### src/rtl/dot_product_mac.sv
`default_nettype none
// ============================================================================
//  Module   : dot_product_mac
//  Brief    : Sequential, handshaked signed dot-product engine. Captures two
//             N-element signed vectors, multiplies LANES element pairs per
//             beat into an exact accumulator over N/LANES beats, then presents
//             the full-precision sum together with a truncated or saturated
//             OUT_WIDTH result and an out-of-range flag.
//  Revision : 1.0 - initial release
// ============================================================================
module dot_product_mac #(
    parameter int WIDTH     = 8,
    parameter int N         = 16,
    parameter int LANES     = 4,
    parameter int ACC_WIDTH = 2*WIDTH + $clog2(N),
    parameter int OUT_WIDTH = WIDTH
) (
    input  logic                        clk,
    input  logic                        rst_n,
    input  logic                        in_valid,
    output logic                        in_ready,
    input  logic signed [WIDTH-1:0]     a [N],
    input  logic signed [WIDTH-1:0]     b [N],
    input  logic                        sat_en,
    output logic                        out_valid,
    input  logic                        out_ready,
    output logic signed [OUT_WIDTH-1:0] out,
    output logic signed [ACC_WIDTH-1:0] acc_out,
    output logic                        overflow
);

    // N must be a multiple of LANES; one beat consumes LANES element pairs.
    localparam int C_BEATS = N / LANES;
    localparam int C_KW    = (C_BEATS > 1) ? $clog2(C_BEATS) : 1;
    localparam logic [C_KW-1:0] C_K_LAST = C_KW'(C_BEATS - 1);

    // Signed bounds of the narrowed result, expressed at accumulator width.
    localparam logic signed [ACC_WIDTH-1:0] C_OUT_MAX =
        {{(ACC_WIDTH-OUT_WIDTH+1){1'b0}}, {(OUT_WIDTH-1){1'b1}}};
    localparam logic signed [ACC_WIDTH-1:0] C_OUT_MIN =
        {{(ACC_WIDTH-OUT_WIDTH+1){1'b1}}, {(OUT_WIDTH-1){1'b0}}};

    typedef enum logic [1:0] {
        ST_IDLE = 2'd0,
        ST_BUSY = 2'd1,
        ST_DONE = 2'd2
    } state_t;

    state_t r_state;
    state_t w_state_next;

    // Operand copies; rotated by LANES each beat so the active pairs always
    // sit in elements 0..LANES-1 and no variable index is needed.
    logic signed [WIDTH-1:0]     r_a     [N];
    logic signed [WIDTH-1:0]     r_b     [N];
    logic signed [WIDTH-1:0]     w_a_rot [N];
    logic signed [WIDTH-1:0]     w_b_rot [N];

    logic                        r_sat;
    logic [C_KW-1:0]             r_k;
    logic signed [ACC_WIDTH-1:0] r_acc;

    logic signed [2*WIDTH-1:0]   w_prod     [LANES];
    logic signed [ACC_WIDTH-1:0] w_prod_ext [LANES];
    logic signed [ACC_WIDTH-1:0] w_lane_sum;
    logic signed [ACC_WIDTH-1:0] w_acc_next;
    logic signed [OUT_WIDTH-1:0] w_narrow;
    logic                        w_ovf;
    logic                        w_accept;
    logic                        w_out_accept;
    logic                        w_last_beat;

    // Handshake: a pending result may be retired and replaced in one cycle.
    assign out_valid    = (r_state == ST_DONE);
    assign in_ready     = rst_n && ((r_state == ST_IDLE) ||
                                    ((r_state == ST_DONE) && out_ready));
    assign w_accept     = in_valid && in_ready;
    assign w_out_accept = out_valid && out_ready;
    assign w_last_beat  = (r_k == C_K_LAST);

    // Exact per-lane products, sign-extended to the accumulator width.
    for (genvar gi = 0; gi < LANES; gi++) begin : g_lane
        assign w_prod[gi] =
            $signed({{WIDTH{r_a[gi][WIDTH-1]}}, r_a[gi]}) *
            $signed({{WIDTH{r_b[gi][WIDTH-1]}}, r_b[gi]});
        assign w_prod_ext[gi] = ACC_WIDTH'(w_prod[gi]);
    end

    // Bring the next beat's element pairs down to the lane positions.
    for (genvar gi = 0; gi < N; gi++) begin : g_rotate
        assign w_a_rot[gi] = r_a[(gi + LANES) % N];
        assign w_b_rot[gi] = r_b[(gi + LANES) % N];
    end

    // Sum of all lane products for the current beat.
    always_comb begin
        w_lane_sum = '0;
        for (int i = 0; i < LANES; i++) begin
            w_lane_sum = w_lane_sum + w_prod_ext[i];
        end
    end

    assign w_acc_next = r_acc + w_lane_sum;
    assign w_ovf      = (w_acc_next > C_OUT_MAX) || (w_acc_next < C_OUT_MIN);

    // Narrowing: keep the low bits, or clamp toward the violated bound.
    always_comb begin
        w_narrow = w_acc_next[OUT_WIDTH-1:0];
        if (r_sat && w_ovf) begin
            w_narrow = w_acc_next[ACC_WIDTH-1] ? C_OUT_MIN[OUT_WIDTH-1:0]
                                               : C_OUT_MAX[OUT_WIDTH-1:0];
        end
    end

    // State register.
    always_ff @(posedge clk or negedge rst_n) begin
        if (!rst_n) begin
            r_state <= ST_IDLE;
        end else begin
            r_state <= w_state_next;
        end
    end

    // Next-state logic; DONE may jump straight back to BUSY on a new accept.
    always_comb begin
        w_state_next = r_state;
        case (r_state)
            ST_IDLE: if (w_accept)    w_state_next = ST_BUSY;
            ST_BUSY: if (w_last_beat) w_state_next = ST_DONE;
            ST_DONE: if (w_out_accept) begin
                w_state_next = w_accept ? ST_BUSY : ST_IDLE;
            end
            default: w_state_next = ST_IDLE;
        endcase
    end

    // Operand capture on accept, rotation while beats are processed.
    always_ff @(posedge clk) begin
        if (w_accept) begin
            r_a <= a;
            r_b <= b;
        end else if (r_state == ST_BUSY) begin
            r_a <= w_a_rot;
            r_b <= w_b_rot;
        end
    end

    // Accumulation, beat counting and result registers held through DONE.
    always_ff @(posedge clk or negedge rst_n) begin
        if (!rst_n) begin
            r_sat    <= 1'b0;
            r_k      <= '0;
            r_acc    <= '0;
            out      <= '0;
            acc_out  <= '0;
            overflow <= 1'b0;
        end else if (w_accept) begin
            r_sat <= sat_en;
            r_k   <= '0;
            r_acc <= '0;
        end else if (r_state == ST_BUSY) begin
            r_acc <= w_acc_next;
            r_k   <= w_last_beat ? '0 : r_k + 1'b1;
            if (w_last_beat) begin
                out      <= w_narrow;
                acc_out  <= w_acc_next;
                overflow <= w_ovf;
            end
        end
    end

endmodule
`default_nettype wire

### config.mk
export PLATFORM = sky130hd
export DESIGN_NAME = dot_product_mac
export DESIGN_NICKNAME = d
export VERILOG_FILES = /design/src/rtl/dot_product_mac.sv
export SDC_FILE = /design/constraint.sdc
export NUM_CORES = 1
export LEC_CHECK = 0
export ABC_AREA = 1
export CAP_MARGIN = 10
export CORE_MARGIN = 2
export CORE_UTILIZATION = 51
export DETAILED_ROUTE_END_ITERATION = 7
export PLACE_DENSITY = 0.79
export SKIP_LAST_GASP = 1
export SYNTH_ARGS = -nofsm -noshare
export SYNTH_HDL_FRONTEND = slang
export SYNTH_SLANG_ARGS = --single-unit
### constraint.sdc
create_clock -name clk -period 20.3 [get_ports clk]
set_clock_uncertainty 0.05 [all_clocks]
set_input_delay 2.03 -clock clk [delete_from_list [all_inputs] [get_ports clk]]
set_output_delay 2.03 -clock clk [all_outputs]
set_load 0.02 [all_outputs]
* Word level (Yosys, flattened, before mapping)
Index checks and enable logic that the tools add are counted.
Storage, ports and cells: flip-flop bits (word level) 310, logic and storage cells 83
Cells by class: $add $sub $neg 5, multipliers 4, $lt $le $gt $ge 2, eq/ne operators 6, muxes and demuxes 16, bitwise operators 1, reduce and logical (&&, ||, !) cells 10
Operators by type and width (count):
- 128-bit two-way mux | 4
- 8-bit by 8-bit multiplier with 16-bit output | 4
- 20-bit two-way mux | 2
- 20-bit by 19-bit adder with 20-bit output | 1
- 20-bit by 8-bit greater-than comparator with 1-bit output (second input constant) | 1
- 20-bit by 8-bit < comparator with 1-bit output (second input constant) | 1
- 18-bit by 16-bit adder with 19-bit output | 1
- 17-bit by 16-bit adder with 18-bit output | 1
- 16-bit by 16-bit adder with 17-bit output | 1
- 8-bit two-way mux | 2
- 2-bit two-way mux | 6
- 2-bit case mux with 3 select lines | 1
- 3-bit AND reduction | 2
- 2-bit equality test (second input constant) | 2
- 1-bit logical AND | 4
- 2-bit != test (second input constant) | 2
- 2-bit by 1-bit adder with 2-bit output (second input constant) | 1
- 2-bit by 1-bit equality test with 1-bit output (second input constant) | 1
- 2-bit logical NOT | 1
- 1-bit logical OR | 2
- 2-bit by 1-bit != test with 1-bit output (second input constant) | 1
- 2-bit nonzero test | 1
- 1-bit two-way mux | 1
- 1-bit NOT | 1

* Depth between registers and ports, before layout
depth in word-level cells 9, mapped depth 36

* Worst setup path before layout
Ideal clock, no wire load.
path kind register -> register, start point reg r_b[120] in the netlist's numbering, end point reg out[6], arrival 6872 ps, required time 20123 ps, setup slack 13251 ps, cell stages (with the launch flop) 31, path through edfxtp_1 > clkbuf_1 > nand2_1 > inv_1 > fa_1 > inv_1 > fa_1 > inv_1 > fa_1 > inv_1 > fa_1 > fa_1 > inv_1 > fa_1 > inv_1 > fa_1 > fa_1 > inv_1 > ha_1 > nand2_1 > nand2_1 > a21oi_1 > nand3b_1 > nand2_4 > nand2_2 > nor2_4 > nand3_1 > nor2_2 > nand4_2 > nand4_2 > nand3_1
Between the ends: word-level cells in the longest chain between the ends 9, elaborated cells between the ends (all ways) 11
Ends and longest elaborated chain:
- from (decl) | RTL line 55 | logic signed [WIDTH-1:0] r_b [N];
- from (signal assigned) | RTL line 144 | r_b <= w_b_rot;
- 8-bit by 8-bit multiplier with 16-bit output (*) | RTL line 84 | $signed({{WIDTH{r_a[gi][WIDTH-1]}}, r_a[gi]}) *
- 16-bit by 16-bit adder with 17-bit output (*) | RTL line 99 | w_lane_sum = w_lane_sum + w_prod_ext[i];
- 17-bit by 16-bit adder with 18-bit output (*) | RTL line 99
- 18-bit by 16-bit adder with 19-bit output (*) | RTL line 99
- 20-bit by 19-bit adder with 20-bit output (*) | RTL line 103 | assign w_acc_next = r_acc + w_lane_sum;
- 20-bit by 8-bit greater-than comparator with 1-bit output or 20-bit by 8-bit < comparator with 1-bit output (tied branches) | RTL line 104 | assign w_ovf = (w_acc_next > C_OUT_MAX) || (w_acc_next < C_OUT_MIN);
- 1-bit logical OR | RTL line 104
- 1-bit logical AND | RTL line 109 | if (r_sat && w_ovf) begin
- 8-bit two-way mux (*) | RTL line 109
- to (signal assigned) | RTL line 165 | out <= w_narrow;
- to (decl) | RTL line 27 | output logic signed [OUT_WIDTH-1:0] out,
Mark *: on every way between the ends. The rest lies on a longest branch, timed or not. A chain may end at the register's enable or synchronous reset.

* Worst setup path in the final report
start point reg r_b[120] in the netlist's numbering, end point reg out[3]
Same word-level chain as after synthesis.

==> run metrics <==
status=finished clean; post-synthesis net count=3046; grt ovf=0; Initial DRC Count=1199; Seq cells post-synth=310; Worst setup EP type=flop; CTS tree=built; CP required=20680 ps; vias in the first global route=17800; row count=82; final WL=61.9 mm; share of cells above drive strength 1=13.7%; Mapped Cells=2322; WS Path Type=reg2reg; Slowest cell on crit path=nand2_1; GPL Wtd Cong=0.954; CTS H-tree depth=2; IO Port Bufs=291; Initial Util=51.5%; clk slew on worst S/H paths=50 ps; Reg2Reg Depth=31; max-slew violation count=0; Tightest Pin Transition=1060 ps; R2R Setup Slk=12430 ps; worst skew pair latency=560 ps; remaining antenna violation count after routing=0; Hold Crit Class=reg2reg; clk sinks=310; Placed Cells incl. Taps=3191; Worst setup startpoint=r_b[120]$_DFFE_PP_; Worst Path Max Fanout=12; # hold bufs at CTS=0; Post-CTS Setup Inserts=0; Startpoint Class=flop; Root Driver=clkbuf_16; CP arrival=8250 ps; Num CTS Buffers=37; crit-path max cell delay=640 ps; initial antenna violation count=1; Detailed Place HPWL=49.5 mm; Pre-Repair DR Iteration Count=7; sequential-to-total area share from yosys stat=35.1%; Hold Slack=441 ps; final hold vios=0; Max Root-Sink Buffers=3; commonest non-fill, non-tap cell in the layout=inv_1; drt via density=5.09; final setup violation count=0; setup_tns=0 ps; RSZ-0062 raised after global routing=false; core area=50000 um2; Yosys warning count=0; Fillers=3969; register area=9040 um2; via count=16600; FMAX=127 MHz; nets=3282; mapped cell area=25700 um2; most frequent cells in the layout=inv_1, fa_1, nand2_1; Final Instance Count excl. Fillers=3255; Mean Syn Cell Area=11.1 um2; Resize count post-CTS=0; post-synth cell types=37; Area growth, synth to finish=17.7%; part of the cycle the worst path needs=38.8%; Post-Route Utilization=60.6%; Critical Path Sink=out[3]$_DFFE_PN0P_; Die Ht=229 um; first-pass GRT wire length=97.9 mm; max cap viols=0; Total GRT Usage=24.2%; Die X=229 um; io pins=292; largest net degree at the start of global routing=172; multi-input logic area=14000 um2; minimum clock period=7870 ps; reg2reg end=out[3]$_DFFE_PN0P_; die footprint=52200 um2; reg2reg start=r_b[120]$_DFFE_PP_; Slew headroom=29.3%; routed len/inst=19.0 um; drt drc=0
==> final cells by class <==
cell class / instances / area share (%)
inverters: 609 / 7.55
flip-flops and latches: 310 / 29.9
repair buffers: 298 / 9.82
clock inverters: 19 / 0.496
clock buffers: 44 / 3.22
diodes: 1 / 0.00827
multi-input cells: 1302 / 46.3
well taps: 672 / 2.78
==> metrics by stage <==
step           cell area, um2  setup WS (ps)
5_1_grt                 30300          11950
3_5_place_dp            29100          12440
3_3_place_gp            29100          12580
4_1_cts                 30300          12410
6_report                30300          12430
2_1_floorplan           25700          13250
==> how the worst min path moves through the flow <==
stage | start | to | slack, ps | depth (start not counted)
global placement | acc_out[6]$_DFFE_PN0P_ | acc_out[6]$_DFFE_PN0P_ | 420 | 2
finish | acc_out[13]$_DFFE_PN0P_ | acc_out[13]$_DFFE_PN0P_ | 440 | 2
global route | out[7]$_DFFE_PN0P_ | out[7]$_DFFE_PN0P_ | 450 | 2
CTS | r_state[0]$_DFFE_PN0P_ | r_state[1]$_DFFE_PN0P_ | 440 | 1
floorplan | r_state[0]$_DFFE_PN0P_ | r_state[1]$_DFFE_PN0P_ | 400 | 1
detailed placement | out[7]$_DFFE_PN0P_ | out[7]$_DFFE_PN0P_ | 420 | 2
==> cell families (layout without fill, tap and decap cells) <==
group | after synthesis | in the layout | share of synthesized area, %
buf+inv | 710 | 970 | 10.5
simple gates | 506 | 506 | 8.32
fa+ha+maj | 463 | 463 | 33.1
flops | 310 | 310 | 35.1
mux | 252 | 252 | 11.0
compound gates | 68 | 68 | 1.49
xor+xnor | 13 | 13 | 0.443
other cells | 0 | 1 | 0
==> routing by layer <==
metal,vias to the layer above,GRT usage (%),routed length (um)
met5,-,0,0
met4,0,8.82,2150
met3,109,3.90,3800
met2,562,41.1,31400
met1,8336,31.5,24600
li1,7556,-,-
==> Yosys cell counts <==
cell      instances  area, um2
nand2_1         362       1360
nor2_4            2       22.5
a21boi_0          1       7.51
buf_2            22        110
or2_2             9       56.3
clkbuf_1         73        274
o211ai_1          1       7.51
o21bai_1          1       7.51
dfrtp_1          54       1350
edfxtp_1        256       7690
inv_2             3       11.3
a21oi_2           2       17.5
nand3_1          37        185
nor4_1            1       6.26
nor3_1            3       15.0
a21o_1            1       7.51
a21oi_1          14       70.1
nor2_1           52        195
nand3_2           6       60.1
clkinv_1          3       11.3
ha_1            101       1260
fa_1            362       7250
nand4_2           2       25.0
o21ai_0          29        145
nor3b_1           1       7.51
nand3b_1          4       30.0
nor2_2            5       31.3
xnor2_1           9       78.8
xor2_1            4       35.0
o22ai_1          17        106
o31ai_1           2       15.0
nand2_2          11       68.8
nand2_4           2       22.5
mux2_2          252       2840
nand4_1           9       56.3
inv_1           603       2260
buf_1             6       22.5
==> critical path, delay by kind of cell, from the launching register on <==
kind                     cells  cell delay [ps]
buffers and inverters        9              630
adder cells (fa/ha/maj)      9             4350
AND/OR/NAND/NOR             12             1870
flip-flops                   1              560
AO/OA/AOI/OAI                1              280
==> sequential cells by signal, indices dropped and copies added, names as in the netlist <==
name and flops:
r_k 2, out 8, overflow 1, r_state 2, r_acc 20, r_b 128
r_sat 1, r_a 128, acc_out 20
Power is left out: the tool's default activity adds up to more than one toggle a clock period on the data nets, which glitch-free logic cannot reach.
